--- config.mk ---
export PLATFORM = sky130hd
export DESIGN_NAME = data_mem_stage
export DESIGN_NICKNAME = d
export VERILOG_FILES = /design/src/rtl/data_mem_stage_pkg.sv /design/src/rtl/data_mem_stage_ram.sv /design/src/rtl/data_mem_stage.sv
export SDC_FILE = /design/constraint.sdc
export NUM_CORES = 2
export LEC_CHECK = 0
export ABC_AREA = 0
export CAP_MARGIN = 0
export CORE_MARGIN = 4
export CORE_UTILIZATION = 55
export DETAILED_ROUTE_END_ITERATION = 12
export PLACE_DENSITY_LB_ADDON = 0.25
export SYNTH_ARGS = -nofsm -noshare
export SYNTH_HDL_FRONTEND = slang
export SYNTH_SLANG_ARGS = --single-unit
--- constraint.sdc ---
create_clock -name clk -period 2.6 [get_ports clk]
set_input_delay 0.52 -clock clk [delete_from_list [all_inputs] [get_ports clk]]
set_output_delay 0.52 -clock clk [all_outputs]
set_load 0.03 [all_outputs]
--- src/rtl/data_mem_stage_pkg.sv ---
// Shared definitions for the data memory stage: FSM encoding and RAM/register sizing.
package data_mem_stage_pkg;

  typedef enum logic {
    IDLE      = 1'b0,
    READ_WAIT = 1'b1
  } stateT;

  localparam int RAM_DEPTH = 64;
  localparam int RAM_IDX_W = 6;
  localparam int REG_IDX_W = 4;

endpackage

--- src/rtl/data_mem_stage_ram.sv ---
// 64 x 32-bit data RAM with per-byte-lane write enables and a registered read port.
module data_ram
  import data_mem_stage_pkg::*;
(
  input  logic                 clk,
  input  logic [3:0]           byteEn,
  input  logic                 readEn,
  input  logic [RAM_IDX_W-1:0] index,
  input  logic [31:0]          wrData,
  output logic [31:0]          rdData
);

  logic [31:0] mem [RAM_DEPTH];

  // Contents are deliberately never reset so that data survives a pipeline reset.
  always_ff @(posedge clk) begin
    for (int i = 0; i < 4; i++) begin
      if (byteEn[i]) begin
        mem[index][i*8 +: 8] <= wrData[i*8 +: 8];
      end
    end
  end

  always_ff @(posedge clk) begin
    if (readEn) begin
      rdData <= mem[index];
    end
  end

endmodule

--- src/rtl/data_mem_stage.sv ---
// Memory pipeline stage: single-cycle ALU/store pass-through, two-cycle loads with a one-cycle stall.
// Optional word-alignment checking is enabled by defining MEM_ALIGN_CHECK_EN.
module data_mem_stage
  import data_mem_stage_pkg::*;
(
  input  logic                 clk,
  input  logic                 reset,
  input  logic                 in_valid,
  input  logic                 mem_read,
  input  logic                 mem_write,
  input  logic                 byte_sel,
  input  logic [31:0]          addr,
  input  logic [31:0]          wdata,
  input  logic [REG_IDX_W-1:0] rd_in,
  input  logic                 link_in,
  output logic                 stall_out,
  output logic                 out_valid,
  output logic [31:0]          dataMemOut,
  output logic [REG_IDX_W-1:0] rd_out,
  output logic                 link_out,
  output logic                 fault
);

  stateT                stateReg, stateNext;
  logic                 validReg, validNext;
  logic [31:0]          dataReg, dataNext;
  logic [REG_IDX_W-1:0] rdReg, rdNext;
  logic                 linkReg, linkNext;
  logic                 faultReg, faultNext;

  // Load context captured at E0 and consumed at E1.
  logic [1:0]           loadLaneReg, loadLaneNext;
  logic                 loadByteReg, loadByteNext;
  logic [REG_IDX_W-1:0] loadRdReg, loadRdNext;
  logic                 loadLinkReg, loadLinkNext;
  logic                 loadFaultReg, loadFaultNext;

  logic        misalign;
  logic        isLoad;
  logic        storeGo;
  logic [3:0]  byteEn;
  logic [31:0] ramWrData;
  logic [31:0] ramRdData;
  logic [7:0]  laneByte;

`ifdef MEM_ALIGN_CHECK_EN
  assign misalign = !byte_sel && (addr[1:0] != 2'b00);
`else
  assign misalign = 1'b0;
`endif

  assign isLoad    = (stateReg == IDLE) && in_valid && mem_read;
  assign storeGo   = (stateReg == IDLE) && in_valid && !mem_read && mem_write && !misalign;
  assign byteEn    = !storeGo ? 4'b0000 : (byte_sel ? (4'b0001 << addr[1:0]) : 4'b1111);
  assign ramWrData = byte_sel ? {4{wdata[7:0]}} : wdata;
  assign laneByte  = ramRdData[{loadLaneReg, 3'b000} +: 8];
  assign stall_out = isLoad;

  data_ram uRam (
    .clk    (clk),
    .byteEn (byteEn),
    .readEn (isLoad),
    .index  (addr[RAM_IDX_W+1:2]),
    .wrData (ramWrData),
    .rdData (ramRdData)
  );

  always_ff @(posedge clk or posedge reset) begin
    if (reset) begin
      stateReg     <= IDLE;
      validReg     <= 1'b0;
      dataReg      <= '0;
      rdReg        <= '0;
      linkReg      <= 1'b0;
      faultReg     <= 1'b0;
      loadLaneReg  <= '0;
      loadByteReg  <= 1'b0;
      loadRdReg    <= '0;
      loadLinkReg  <= 1'b0;
      loadFaultReg <= 1'b0;
    end else begin
      stateReg     <= stateNext;
      validReg     <= validNext;
      dataReg      <= dataNext;
      rdReg        <= rdNext;
      linkReg      <= linkNext;
      faultReg     <= faultNext;
      loadLaneReg  <= loadLaneNext;
      loadByteReg  <= loadByteNext;
      loadRdReg    <= loadRdNext;
      loadLinkReg  <= loadLinkNext;
      loadFaultReg <= loadFaultNext;
    end
  end

  always_comb begin
    stateNext     = stateReg;
    validNext     = validReg;
    dataNext      = dataReg;
    rdNext        = rdReg;
    linkNext      = linkReg;
    faultNext     = faultReg;
    loadLaneNext  = loadLaneReg;
    loadByteNext  = loadByteReg;
    loadRdNext    = loadRdReg;
    loadLinkNext  = loadLinkReg;
    loadFaultNext = loadFaultReg;
    case (stateReg)
      IDLE: begin
        validNext = 1'b0;
        faultNext = 1'b0;
        if (in_valid && mem_read) begin
          loadLaneNext  = addr[1:0];
          loadByteNext  = byte_sel;
          loadRdNext    = rd_in;
          loadLinkNext  = link_in;
          loadFaultNext = misalign;
          stateNext     = READ_WAIT;
        end else if (in_valid) begin
          validNext = 1'b1;
          dataNext  = addr;
          rdNext    = rd_in;
          linkNext  = link_in;
          faultNext = misalign;
        end
      end
      READ_WAIT: begin
        validNext = 1'b1;
        if (loadFaultReg) begin
          dataNext = '0;
        end else if (loadByteReg) begin
          dataNext = {24'h000000, laneByte};
        end else begin
          dataNext = ramRdData;
        end
        rdNext    = loadRdReg;
        linkNext  = loadLinkReg;
        faultNext = loadFaultReg;
        stateNext = IDLE;
      end
      default: stateNext = IDLE;
    endcase
  end

  assign out_valid  = validReg;
  assign dataMemOut = dataReg;
  assign rd_out     = rdReg;
  assign link_out   = linkReg;
  assign fault      = faultReg;

endmodule

==> flow_metrics.py <==
metrics = {
    "placed_design": {
        "dpl.hpwl_um": 152000,
        "gp_congestion": 0.924,
        "port_buffers": 113,
    },
    "power": {
        "switching_power_mw": 15.5,
        "p_per_area_mw_per_mm2": 727,
        "p_comb_share_pct": 6.7,
        "seq_power_share_pct": 53.7,
        "leakage_nw": 32.5,
        "power_mw": 71.0,
        "p_int_mw": 55.5,
        "switching_share_pct": 21.8,
        "pwr-share-clk_pct": 39.6,
        "peakVddDrop_uv": 644,
    },
    "finish": {
        "syn2layout_area_growth_pct": 19.5,
        "drive_gt1_share_pct": 25.6,
        "fin_util_pct": 66.2,
        "fill_cells": 9585,
        "finalNetCount": 5225,
    },
    "worst_hold_path": {
        "holdPathEnd": "loadByteReg",
        "hold_depth": 3,
        "holdCritPathClass": "input port to register",
        "hp-start": "byte_sel",
    },
    "routing": {
        "drt_wl_total_um": 227000,
        "drtPass1Iterations": 6,
        "wl_per_cell_um": 31.3,
        "drt_iter0_drc": 6433,
        "drc_errors": 0,
        "post_drt_via_cell_ratio": 6.49,
        "ant_nets": 0,
        "vias": 47055,
    },
    "timing": {
        "finClkSkew_ns": 0.0252,
        "hold_viol": 0,
        "finalCritPeriodShare_pct": 95.9,
        "rsz0062_at_grt": "no",
        "max_slew_margin_pct": 21.2,
        "fmax_ghz": 0.401,
        "finalSetupViolCount": 0,
        "hold_slack_ns": 0.136,
        "tightest_slew_ns": 1.18,
        "period_needed_ns": 2.49,
        "slew_violations": 0,
    },
    "clock_tree": {
        "cts_buffer_depth": 3,
        "clock-root-buffer": "clkbuf_16",
        "cts.sinks": 2127,
        "clock_latency_ns": 0.83,
        "h-tree-depth": 4,
        "cts.clk_slew.worst_paths_ns": 0.06,
        "cts_tree": "built",
        "numCtsBuffers": 200,
    },
    "global_route": {
        "gr-total-overflow": 0,
        "grtUsageTotal_pct": 29.1,
        "grt_max_degree": 65,
        "grt_pass1_wl_um": 327000,
        "grt_pass1_vias": 46124,
        "antenna_found_initial": 10,
    },
    "critical_path": {
        "r2r_end": "dataMemOut[2]",
        "path_max_fanout": 9,
        "reg2regPathDepth": 4,
        "timing.rr.start": "uRam.rdData[26]",
        "crit_path_start_kind": "input port",
        "cp.arrival_ns": 3.18,
        "required_ns": 3.29,
        "crit_path_end_kind": "register",
        "criticalPathCategory": "input port to register",
        "rrSetupSlack_ns": 0.18,
    },
    "floorplan": {
        "dieHeight_um": 394,
        "die_x_um": 394,
        "ios": 115,
        "rows": 141,
        "fp.coreArea_sq_mm": 0.148,
        "start_util_pct": 55.4,
        "dieArea_sq_mm": 0.155,
    },
    "run": {
        "cap_violations": 0,
    },
    "outcome": {
        "status": "finished clean",
    },
    "logic_synthesis": {
        "yosysUniqueCellTypes": 52,
        "netlist_instances": 4366,
        "ys_ff_latch": 2127,
        "yosys.area.top_type": "edfxtp_1",
        "synthArstFlopShare_pct": 2.21,
        "synthTopCellsByArea": "edfxtp_1, mux4_2, a221oi_1",
        "synth_warnings": 0,
        "synthTopCellsByCount": "edfxtp_1, nor2_1, a221oi_1, mux4_2, mux2i_1",
        "ys.flop_type": "edfxtp_1",
        "syn_area_sq_mm": 0.0818,
        "yosysMostFrequentCell": "edfxtp_1",
        "syn_area_per_cell_sq_um": 18.7,
        "synth_edf_count": 2080,
        "yosysTopAreaCellShare_pct": 76.4,
        "ys_seq_area_share_pct": 77.8,
        "syn_nets": 4441,
    },
}
[registers in the layout, indices dropped and copies added (netlist names)]
register and count:
uRam.mem 2048, dataMemOut 32, uRam.rdData 32, loadRdReg 4, rd_out 4, loadLaneReg 2
link_out 1, loadByteReg 1, loadLinkReg 1, out_valid 1, stateReg 1
[worst max path at each step]
stage,startpoint,end,cells after the start
after floorplan,byte_sel,uRam.mem[0][10],3
after global placement,addr[5],uRam.mem[9][18],7
after detailed placement,addr[5],uRam.mem[9][18],7
after CTS,dataMemOut[14],dataMemOut[14],1
after global routing,addr[6],uRam.rdData[22],9
final,addr[6],uRam.rdData[21],9
[final cells by class]
cell class | count | area, sq um | area share [%]
repair buffers | 880 | 8110 | 8.30
diodes | 7 | 17.5 | 0.0179
inverters | 38 | 145 | 0.149
clock inverters | 114 | 962 | 0.985
well taps | 1930 | 2410 | 2.47
flip-flops and latches | 2127 | 63600 | 65.1
clock buffers | 255 | 5310 | 5.43
multi-input cells | 1903 | 17100 | 17.5
[what timing repair did]
| action | CTS | global route |
|---|---|---|
| hold endpoints to repair | 0 | 0 |
| setup endpoints to repair | 2 | 8 |
| resized for setup | 2 | 1 |
| setup buffers | 0 | 0 |
| hold buffers | 0 | 0 |
[stage by stage]
| stage | setup WS (ns) | TNS (ns) | instances | cell area [sq um] |
|---|---|---|---|---|
| 5_1_grt | 0.0669 | 0 | 7247 | 97700 |
| 4_1_cts | 0.123 | 0 | 7247 | 97700 |
| 2_1_floorplan | -0.456 | -707.39 | 4366 | 81800 |
| 6_report | 0.107 | 0 | 7254 | 97700 |
| 3_5_place_dp | -0.730 | -549.30 | 6878 | 91400 |
| 3_3_place_gp | -0.722 | -477.66 | 6878 | 91400 |
[routing by layer]
metal  up-vias  track usage, %  routed length [um]
li1      19538               -                   -
met1     24111            40.8               86700
met2      2881            44.6              105000
met3       523            6.21               23100
met4         2            12.9               11600
met5         -               0                   8
[power groups by stage]
stage / logic (mW) / registers, mW / clock network (mW)
2_1_floorplan: 2.12 / 39.1 / 0
3_3_place_gp: 4.61 / 38.9 / 0
3_5_place_dp: 4.69 / 38.9 / 0
4_1_cts: 4.72 / 38.2 / 28.3
5_1_grt: 4.99 / 38.2 / 29.9
6_report: 4.75 / 38.2 / 28.1
[cells in the final DEF, fill, tap and decap left out, types with 50 or more instances in the layout]
cell type / n
a221oi_1: 290
clkdlybuf4s50_1: 100
mux4_2: 253
a22oi_1: 133
o22ai_1: 58
o21ai_0: 140
clkbuf_16: 204
buf_12: 100
mux2i_1: 242
o22a_1: 54
nor2_1: 374
edfxtp_1: 2080
clkbuf_1: 50
nand2_1: 127
buf_4: 667
[critical path: stages]
cell	delay, ns
clkdlybuf4s50_1	0.43
buf_4	0.18
buf_12	0.15
nor4b_4	0.96
buf_4	0.33
a22o_1	0.16
a221oi_1	0.08
and3_1	0.27
nand4_1	0.09
[cell families (layout without fill, tap and decap cells)]
logic type	Yosys count	count (layout)	share of synthesized area, %
flip-flops	2127	2127	77.8
multiplexers	504	504	10.1
buffers and inverters	336	1287	1.76
AO/OA/AOI/OAI	765	765	7.00
other	1	8	0.00459
AND/OR/NAND/NOR	633	633	3.35
(Power assumes the default switching activity.)
